===== config.mk =====
export PLATFORM = sky130hd
export DESIGN_NAME = cavlc_coeff_scan_flat
export DESIGN_NICKNAME = d
export VERILOG_FILES = /design/src/rtl/cavlc_coeff_scan_if.sv /design/src/rtl/cavlc_coeff_scan.sv /design/src/flat_wrapper.sv
export SDC_FILE = /design/constraint.sdc
export NUM_CORES = 1
export LEC_CHECK = 0
export ABC_CLOCK_PERIOD_IN_PS = 2200
export CAP_MARGIN = 25
export CORE_AREA = 10 10 80 82
export DETAILED_ROUTE_END_ITERATION = 8
export DIE_AREA = 0 0 90 92
export GPL_ROUTABILITY_DRIVEN = 0
export PLACE_DENSITY = 0.75
export SKIP_CTS_REPAIR_TIMING = 1
export SLEW_MARGIN = 20
export SYNTH_ARGS = -nofsm -noshare
export SYNTH_HDL_FRONTEND = slang
export SYNTH_SLANG_ARGS = --single-unit

===== constraint.sdc =====
create_clock -name clk -period 2.2 [get_ports clk]
set_input_delay 0.44 -clock clk [delete_from_list [all_inputs] [get_ports clk]]
set_output_delay 0.44 -clock clk [all_outputs]
set_load 0.01 [all_outputs]

===== src/rtl/cavlc_coeff_scan_if.sv =====
// Level/run entry stream from the coefficient scanner to the level/run encoder.
// The scanner drives the master side; the downstream encoder uses the slave side.
interface cavlc_coeff_scan_if;
  logic       lvl_valid;
  logic       lvl_ready;
  logic [7:0] lvl_level;
  logic [3:0] lvl_run;
  logic       lvl_t1;
  logic       lvl_last;

  modport master (
    output lvl_valid,
    output lvl_level,
    output lvl_run,
    output lvl_t1,
    output lvl_last,
    input  lvl_ready
  );

  modport slave (
    input  lvl_valid,
    input  lvl_level,
    input  lvl_run,
    input  lvl_t1,
    input  lvl_last,
    output lvl_ready
  );
endinterface


===== src/rtl/cavlc_coeff_scan.sv =====
// Reverse-zigzag CAVLC coefficient scanner: block summary plus (level, run_before) stream.
// Optional feature macro: CAVLC_TRAIL_ONES_EN enables trailing-ones tracking.
module cavlc_coeff_scan (
  input  logic                      clk,
  input  logic                      rst_n,
  input  logic                      start_i,
  output logic                      busy_o,
  output logic [3:0]                coeff_idx_o,
  input  logic signed [7:0]         coeff_i,
  cavlc_coeff_scan_if.master        lvl,
  output logic                      done_o,
  output logic [4:0]                total_coeff_o,
  output logic [1:0]                trailing_ones_o,
  output logic [2:0]                t1_signs_o,
  output logic [3:0]                total_zeros_o
);

  localparam logic [1:0] S_IDLE  = 2'd0;
  localparam logic [1:0] S_SCAN  = 2'd1;
  localparam logic [1:0] S_FLUSH = 2'd2;
  localparam logic [1:0] S_DONE  = 2'd3;

  logic [1:0] state_q, state_d;
  logic [3:0] idx_q, idx_d;
  logic       busy_q, busy_d;
  logic       done_q, done_d;
  logic [4:0] tc_q, tc_d;
  logic [3:0] tz_q, tz_d;

  logic       pend_vld_q, pend_vld_d;
  logic [7:0] pend_lvl_q, pend_lvl_d;
  logic [3:0] pend_run_q, pend_run_d;
  logic       pend_t1_q, pend_t1_d;

  logic       out_vld_q, out_vld_d;
  logic [7:0] out_lvl_q, out_lvl_d;
  logic [3:0] out_run_q, out_run_d;
  logic       out_t1_q, out_t1_d;
  logic       out_last_q, out_last_d;

  logic       coeff_nz;
  logic       out_free;
  logic       advance;

`ifdef CAVLC_TRAIL_ONES_EN
  logic [1:0] t1cnt_q, t1cnt_d;
  logic [2:0] t1sgn_q, t1sgn_d;
  logic       t1open_q, t1open_d;
  logic       coeff_mag1;

  assign coeff_mag1 = (coeff_i == 8'sd1) || (coeff_i == -8'sd1);
`endif

  assign coeff_nz = (coeff_i != 8'sd0);
  // The output register can take a new entry if empty or being handed off this cycle.
  assign out_free = !out_vld_q || lvl.lvl_ready;

  always_comb begin
    state_d    = state_q;
    idx_d      = idx_q;
    busy_d     = busy_q;
    done_d     = 1'b0;
    tc_d       = tc_q;
    tz_d       = tz_q;
    pend_vld_d = pend_vld_q;
    pend_lvl_d = pend_lvl_q;
    pend_run_d = pend_run_q;
    pend_t1_d  = pend_t1_q;
    out_vld_d  = out_vld_q;
    out_lvl_d  = out_lvl_q;
    out_run_d  = out_run_q;
    out_t1_d   = out_t1_q;
    out_last_d = out_last_q;
    advance    = 1'b0;
`ifdef CAVLC_TRAIL_ONES_EN
    t1cnt_d    = t1cnt_q;
    t1sgn_d    = t1sgn_q;
    t1open_d   = t1open_q;
`endif

    if (out_vld_q && lvl.lvl_ready) begin
      out_vld_d = 1'b0;
    end

    case (state_q)
      S_IDLE: begin
        if (start_i) begin
          state_d    = S_SCAN;
          idx_d      = 4'd0;
          busy_d     = 1'b1;
          tc_d       = 5'd0;
          tz_d       = 4'd0;
          pend_vld_d = 1'b0;
          pend_lvl_d = 8'd0;
          pend_run_d = 4'd0;
          pend_t1_d  = 1'b0;
`ifdef CAVLC_TRAIL_ONES_EN
          t1cnt_d    = 2'd0;
          t1sgn_d    = 3'd0;
          t1open_d   = 1'b1;
`endif
        end
      end

      S_SCAN: begin
        if (!coeff_nz) begin
          // Zeros before the first nonzero carry no run information.
          if (pend_vld_q) begin
            if (pend_run_q != 4'd15) pend_run_d = pend_run_q + 4'd1;
            if (tz_q != 4'd15)       tz_d       = tz_q + 4'd1;
          end
          advance = 1'b1;
        end else if (out_free) begin
          if (tc_q != 5'd16) tc_d = tc_q + 5'd1;
          if (pend_vld_q) begin
            out_vld_d  = 1'b1;
            out_lvl_d  = pend_lvl_q;
            out_run_d  = pend_run_q;
            out_t1_d   = pend_t1_q;
            out_last_d = 1'b0;
          end
          pend_vld_d = 1'b1;
          pend_lvl_d = coeff_i;
          pend_run_d = 4'd0;
          pend_t1_d  = 1'b0;
`ifdef CAVLC_TRAIL_ONES_EN
          if (t1open_q && (t1cnt_q != 2'd3)) begin
            if (coeff_mag1) begin
              t1cnt_d   = t1cnt_q + 2'd1;
              pend_t1_d = 1'b1;
              case (t1cnt_q)
                2'd0:    t1sgn_d[0] = coeff_i[7];
                2'd1:    t1sgn_d[1] = coeff_i[7];
                default: t1sgn_d[2] = coeff_i[7];
              endcase
            end else begin
              t1open_d = 1'b0;
            end
          end
`endif
          advance = 1'b1;
        end

        if (advance) begin
          if (idx_q == 4'd15) begin
            state_d = S_FLUSH;
          end else begin
            idx_d = idx_q + 4'd1;
          end
        end
      end

      S_FLUSH: begin
        if (!pend_vld_q) begin
          state_d = S_DONE;
        end else if (out_free) begin
          out_vld_d  = 1'b1;
          out_lvl_d  = pend_lvl_q;
          out_run_d  = pend_run_q;
          out_t1_d   = pend_t1_q;
          out_last_d = 1'b1;
          pend_vld_d = 1'b0;
          state_d    = S_DONE;
        end
      end

      default: begin
        done_d  = 1'b1;
        busy_d  = 1'b0;
        state_d = S_IDLE;
      end
    endcase
  end

  always_ff @(posedge clk or negedge rst_n) begin
    if (!rst_n) begin
      state_q    <= S_IDLE;
      idx_q      <= 4'd0;
      busy_q     <= 1'b0;
      done_q     <= 1'b0;
      tc_q       <= 5'd0;
      tz_q       <= 4'd0;
      pend_vld_q <= 1'b0;
      pend_lvl_q <= 8'd0;
      pend_run_q <= 4'd0;
      pend_t1_q  <= 1'b0;
      out_vld_q  <= 1'b0;
      out_lvl_q  <= 8'd0;
      out_run_q  <= 4'd0;
      out_t1_q   <= 1'b0;
      out_last_q <= 1'b0;
    end else begin
      state_q    <= state_d;
      idx_q      <= idx_d;
      busy_q     <= busy_d;
      done_q     <= done_d;
      tc_q       <= tc_d;
      tz_q       <= tz_d;
      pend_vld_q <= pend_vld_d;
      pend_lvl_q <= pend_lvl_d;
      pend_run_q <= pend_run_d;
      pend_t1_q  <= pend_t1_d;
      out_vld_q  <= out_vld_d;
      out_lvl_q  <= out_lvl_d;
      out_run_q  <= out_run_d;
      out_t1_q   <= out_t1_d;
      out_last_q <= out_last_d;
    end
  end

`ifdef CAVLC_TRAIL_ONES_EN
  always_ff @(posedge clk or negedge rst_n) begin
    if (!rst_n) begin
      t1cnt_q  <= 2'd0;
      t1sgn_q  <= 3'd0;
      t1open_q <= 1'b0;
    end else begin
      t1cnt_q  <= t1cnt_d;
      t1sgn_q  <= t1sgn_d;
      t1open_q <= t1open_d;
    end
  end

  assign trailing_ones_o = t1cnt_q;
  assign t1_signs_o      = t1sgn_q;
`else
  assign trailing_ones_o = 2'd0;
  assign t1_signs_o      = 3'd0;
`endif

  assign busy_o        = busy_q;
  assign coeff_idx_o   = idx_q;
  assign done_o        = done_q;
  assign total_coeff_o = tc_q;
  assign total_zeros_o = tz_q;

  assign lvl.lvl_valid = out_vld_q;
  assign lvl.lvl_level = out_lvl_q;
  assign lvl.lvl_run   = out_run_q;
  assign lvl.lvl_t1    = out_t1_q;
  assign lvl.lvl_last  = out_last_q;

endmodule


===== src/flat_wrapper.sv =====
// flat-port wrapper written by rule: the top's interface ports become plain ports
module cavlc_coeff_scan_flat 
  (clk, rst_n, start_i, busy_o, coeff_idx_o, coeff_i, done_o, total_coeff_o, trailing_ones_o, t1_signs_o, total_zeros_o, lvl_lvl_valid, lvl_lvl_level, lvl_lvl_run, lvl_lvl_t1, lvl_lvl_last, lvl_lvl_ready);
  cavlc_coeff_scan_if lvl_i ();
  input  logic clk;
  input  logic rst_n;
  input  logic start_i;
  output logic busy_o;
  output logic [3:0] coeff_idx_o;
  input  logic signed [7:0] coeff_i;
  output logic done_o;
  output logic [4:0] total_coeff_o;
  output logic [1:0] trailing_ones_o;
  output logic [2:0] t1_signs_o;
  output logic [3:0] total_zeros_o;
  output wire logic [$bits(lvl_i.lvl_valid)-1:0] lvl_lvl_valid;
  output wire logic [$bits(lvl_i.lvl_level)-1:0] lvl_lvl_level;
  output wire logic [$bits(lvl_i.lvl_run)-1:0] lvl_lvl_run;
  output wire logic [$bits(lvl_i.lvl_t1)-1:0] lvl_lvl_t1;
  output wire logic [$bits(lvl_i.lvl_last)-1:0] lvl_lvl_last;
  input wire logic [$bits(lvl_i.lvl_ready)-1:0] lvl_lvl_ready;
  assign lvl_lvl_valid = lvl_i.lvl_valid;
  assign lvl_lvl_level = lvl_i.lvl_level;
  assign lvl_lvl_run = lvl_i.lvl_run;
  assign lvl_lvl_t1 = lvl_i.lvl_t1;
  assign lvl_lvl_last = lvl_i.lvl_last;
  assign lvl_i.lvl_ready = lvl_lvl_ready;
  cavlc_coeff_scan u_core (.clk(clk), .rst_n(rst_n), .start_i(start_i), .busy_o(busy_o), .coeff_idx_o(coeff_idx_o), .coeff_i(coeff_i), .lvl(lvl_i), .done_o(done_o), .total_coeff_o(total_coeff_o), .trailing_ones_o(trailing_ones_o), .t1_signs_o(t1_signs_o), .total_zeros_o(total_zeros_o));
endmodule

==> run_results.csv <==
group,metric,value,unit
placement,port_buffers,40,
sta,fin_hold_ws,210,ps
route,drc,0,
global_route,first_global_vias,2012,
route,viasPerCell,5.41,
sta,fin_crit_sh,97.5,%
clock_tree,clockBufferDepth,2,
setup_path,critPathCaptureType,"flop",
yosys,synth-seq-area-share,45.8,%
sta,timing.final.ws_setup,55.1,ps
global_route,antenna_found_initial,0,
sta,tightestPinTransition,561,ps
route,wirelength,5510,um
floorplanning,start_util,49.0,%
clock_tree,cts_max_level,2,
setup_path,criticalPathCategory,"in -> reg",
yosys,synth-edff-count,0,
sta,fin_worst_skew,9.80,ps
route,drt_iter0_markers,80,
route,wl_per_cell,15.4,um
yosys,synth-seq-cells,44,
setup_path,arrival,2340,ps
placement,placed_area,0.00301,sq mm
clock_tree,cts_tree,"built",
final_layout,layout_commonest_cell,"dfrtp_1",
pwr,p_leak,1.38,nW
final_layout,nets,308,
pwr,p_per_area,1180,mW/mm^2
final_layout,antenna_cells,0,
route,ant_nets,0,
setup_path,r2r_cells,6,
clock_tree,cts-root-buf,"clkbuf_8",
setup_path,crit_start,"coeff_i[5]",
yosys,ys_types,55,
global_route,grt_start_max_net_pins,45,
final_layout,layout.cell_area.non_filler,0.00310,sq mm
yosys,avgSynthCellArea,10.7,sq um
pwr,finalPower,3.67,mW
sta,finalSetupViolCount,0,
clock_tree,cts_buffers,5,
setup_path,r2r_slack,180,ps
final_layout,area.growth.synth_to_final,28.8,%
yosys,synth_cells,225,
global_route,grt_overflow,0,
run_status,status,"finished clean",
sta,hold_viol_final,0,
setup_path,required,2390,ps
clock_tree,clk_pin_slew,80,ps
floorplanning,num_io_pins,47,
final_layout,layout.cells.non_filler,358,
setup_path,reg2reg_to,"u_core.lvl.lvl_level[0]",
floorplanning,die_x,90,um
yosys,synth_area,0.00241,sq mm
placement,dp_cells,350,
sta,fin_tns_setup,0,ps
final_layout,utilization,63.1,%
pwr,peakVddDrop,0.000517,V
sta,maxSlewHeadroom,62.6,%
global_route,grt_pass1_wl,9640,um
yosys,synthArstFlopShare,100,%
route,vias,1937,
floorplanning,coreArea,0.00491,sq mm
floorplanning,chipHeight,92,um
clock_tree,clkSinkCount,44,
floorplanning,num_rows,26,
setup_path,reg2reg_from,"u_core.state_q[1]",
min_path,hp-class,"in -> async",
yosys,yosysWarnings,0,
floorplanning,dieArea,0.00828,sq mm
run,drv_cap,0,
sta,fmax,0.466,GHz
sta,finalCriticalPeriod,2140,ps
setup_path,start_kind,"input port",
global_route,track_usage,13.8,%
placement,dp_hpwl,4150,um
route,dr.pass1.iters,4,
final_layout,layout_common_cells,"dfrtp_1 (44), clkdlybuf4s50_1 (39), buf_4 (24), nand3_1 (21), nand2_1 (18)",
final_layout,final_layout_size_suffix_gt1_share,20.1,%
sta,rsz0062_at_grt,"no",
yosys,ys.flop_type,"dfrtp_1",
setup_path,crit_path_max_fanout,6,
sta,drv_slew,0,
placement,dp_slack,-248,ps
clock_tree,clkLatencyLatePin,300,ps
==> state kept, by name (all words and copies together) (netlist names), 2 cells and up <==
name,flops
u_core.pend_run_q,4
u_core.total_zeros_o,4
u_core.coeff_idx_o,4
u_core.lvl.lvl_run,4
u_core.total_coeff_o,5
u_core.pend_lvl_q,8
u_core.state_q,2
u_core.lvl.lvl_level,8
==> synthesized netlist by cell type, drive strengths merged, types with 2 or more instances <==
| cell | instances | share of area [%] |
|---|---|---|
| nor4 | 2 | 1.8 |
| nor2 | 7 | 1.1 |
| nand2b | 2 | 0.52 |
| nand3b | 3 | 0.94 |
| dfrtp | 44 | 46 |
| ha | 9 | 4.7 |
| clkbuf | 5 | 0.78 |
| nor2b | 2 | 0.52 |
| o211ai | 4 | 1.2 |
| a211o | 2 | 0.78 |
| o31ai | 2 | 0.62 |
| a21oi | 8 | 1.8 |
| a31oi | 3 | 0.78 |
| nand2 | 18 | 2.8 |
| o41ai | 2 | 0.73 |
| o2bb2ai | 2 | 0.73 |
| o21ai | 15 | 3.3 |
| mux2 | 16 | 9.0 |
| inv | 12 | 1.9 |
| nor3 | 2 | 0.88 |
| nand3 | 21 | 4.4 |
| a21boi | 2 | 0.62 |
| nand4 | 5 | 1.6 |
| mux2i | 5 | 2.1 |
| buf | 9 | 2.7 |
| o211a | 2 | 0.83 |
| or4 | 3 | 0.99 |
| and3 | 2 | 0.52 |
==> logic make-up (layout without fill, tap and decap cells) <==
family                     count (synthesis)  count (layout)  synth area share [%]
xor gates and xnor gates                   1               1                 0.364
buffers and inverters                     27              85                  5.46
AOI/OAI and AO/OA                         52              52                  15.3
adders and majority gates                  9               9                  4.68
and+or+nand+nor                           70              70                  17.2
muxes                                     21              21                  11.1
other                                      1               6                 0.156
DFF                                       44              44                  45.8
==> area by class of cell <==
| class | instances | area, sq um |
|---|---|---|
| fill | 436 | 1810 |
| multi-input combinational | 159 | 1190 |
| sequential | 44 | 1100 |
| timing repair buffer | 64 | 576 |
| tap | 70 | 87.6 |
| clock buffer | 6 | 82.6 |
| inverter | 13 | 48.8 |
| clock inverter | 2 | 10.0 |
==> worst max-delay path by stage <==
stage / cells after the start / end
floorplan: 6 / u_core.pend_run_q[0]
global placement: 5 / u_core.total_coeff_o[4]
detailed placement: 5 / u_core.total_coeff_o[4]
CTS: 5 / u_core.total_coeff_o[4]
global route: 6 / u_core.lvl.lvl_level[0]
finish: 5 / u_core.total_coeff_o[4]
==> worst max-delay path: stages <==
cell             delay (ps)
clkdlybuf4s50_1         490
or4_2                   760
nor3_4                  330
o41ai_1                 120
a22o_1                  190
==> where the power goes <==
part | switching [mW] | internal [mW]
combinational | 0.982 | 0.967
sequential | 0.163 | 1.03
clock | 0.271 | 0.251
total | 1.42 | 2.25
==> layer usage <==
layer	share of wire [%]	global-route usage, %	vias to the layer above
met5	0	0	-
met3	5.8	4.48	11
met4	1.4	3.85	0
met1	45	16.6	944
li1	-	-	937
met2	48	23.1	45
(Power assumes the default switching activity.)
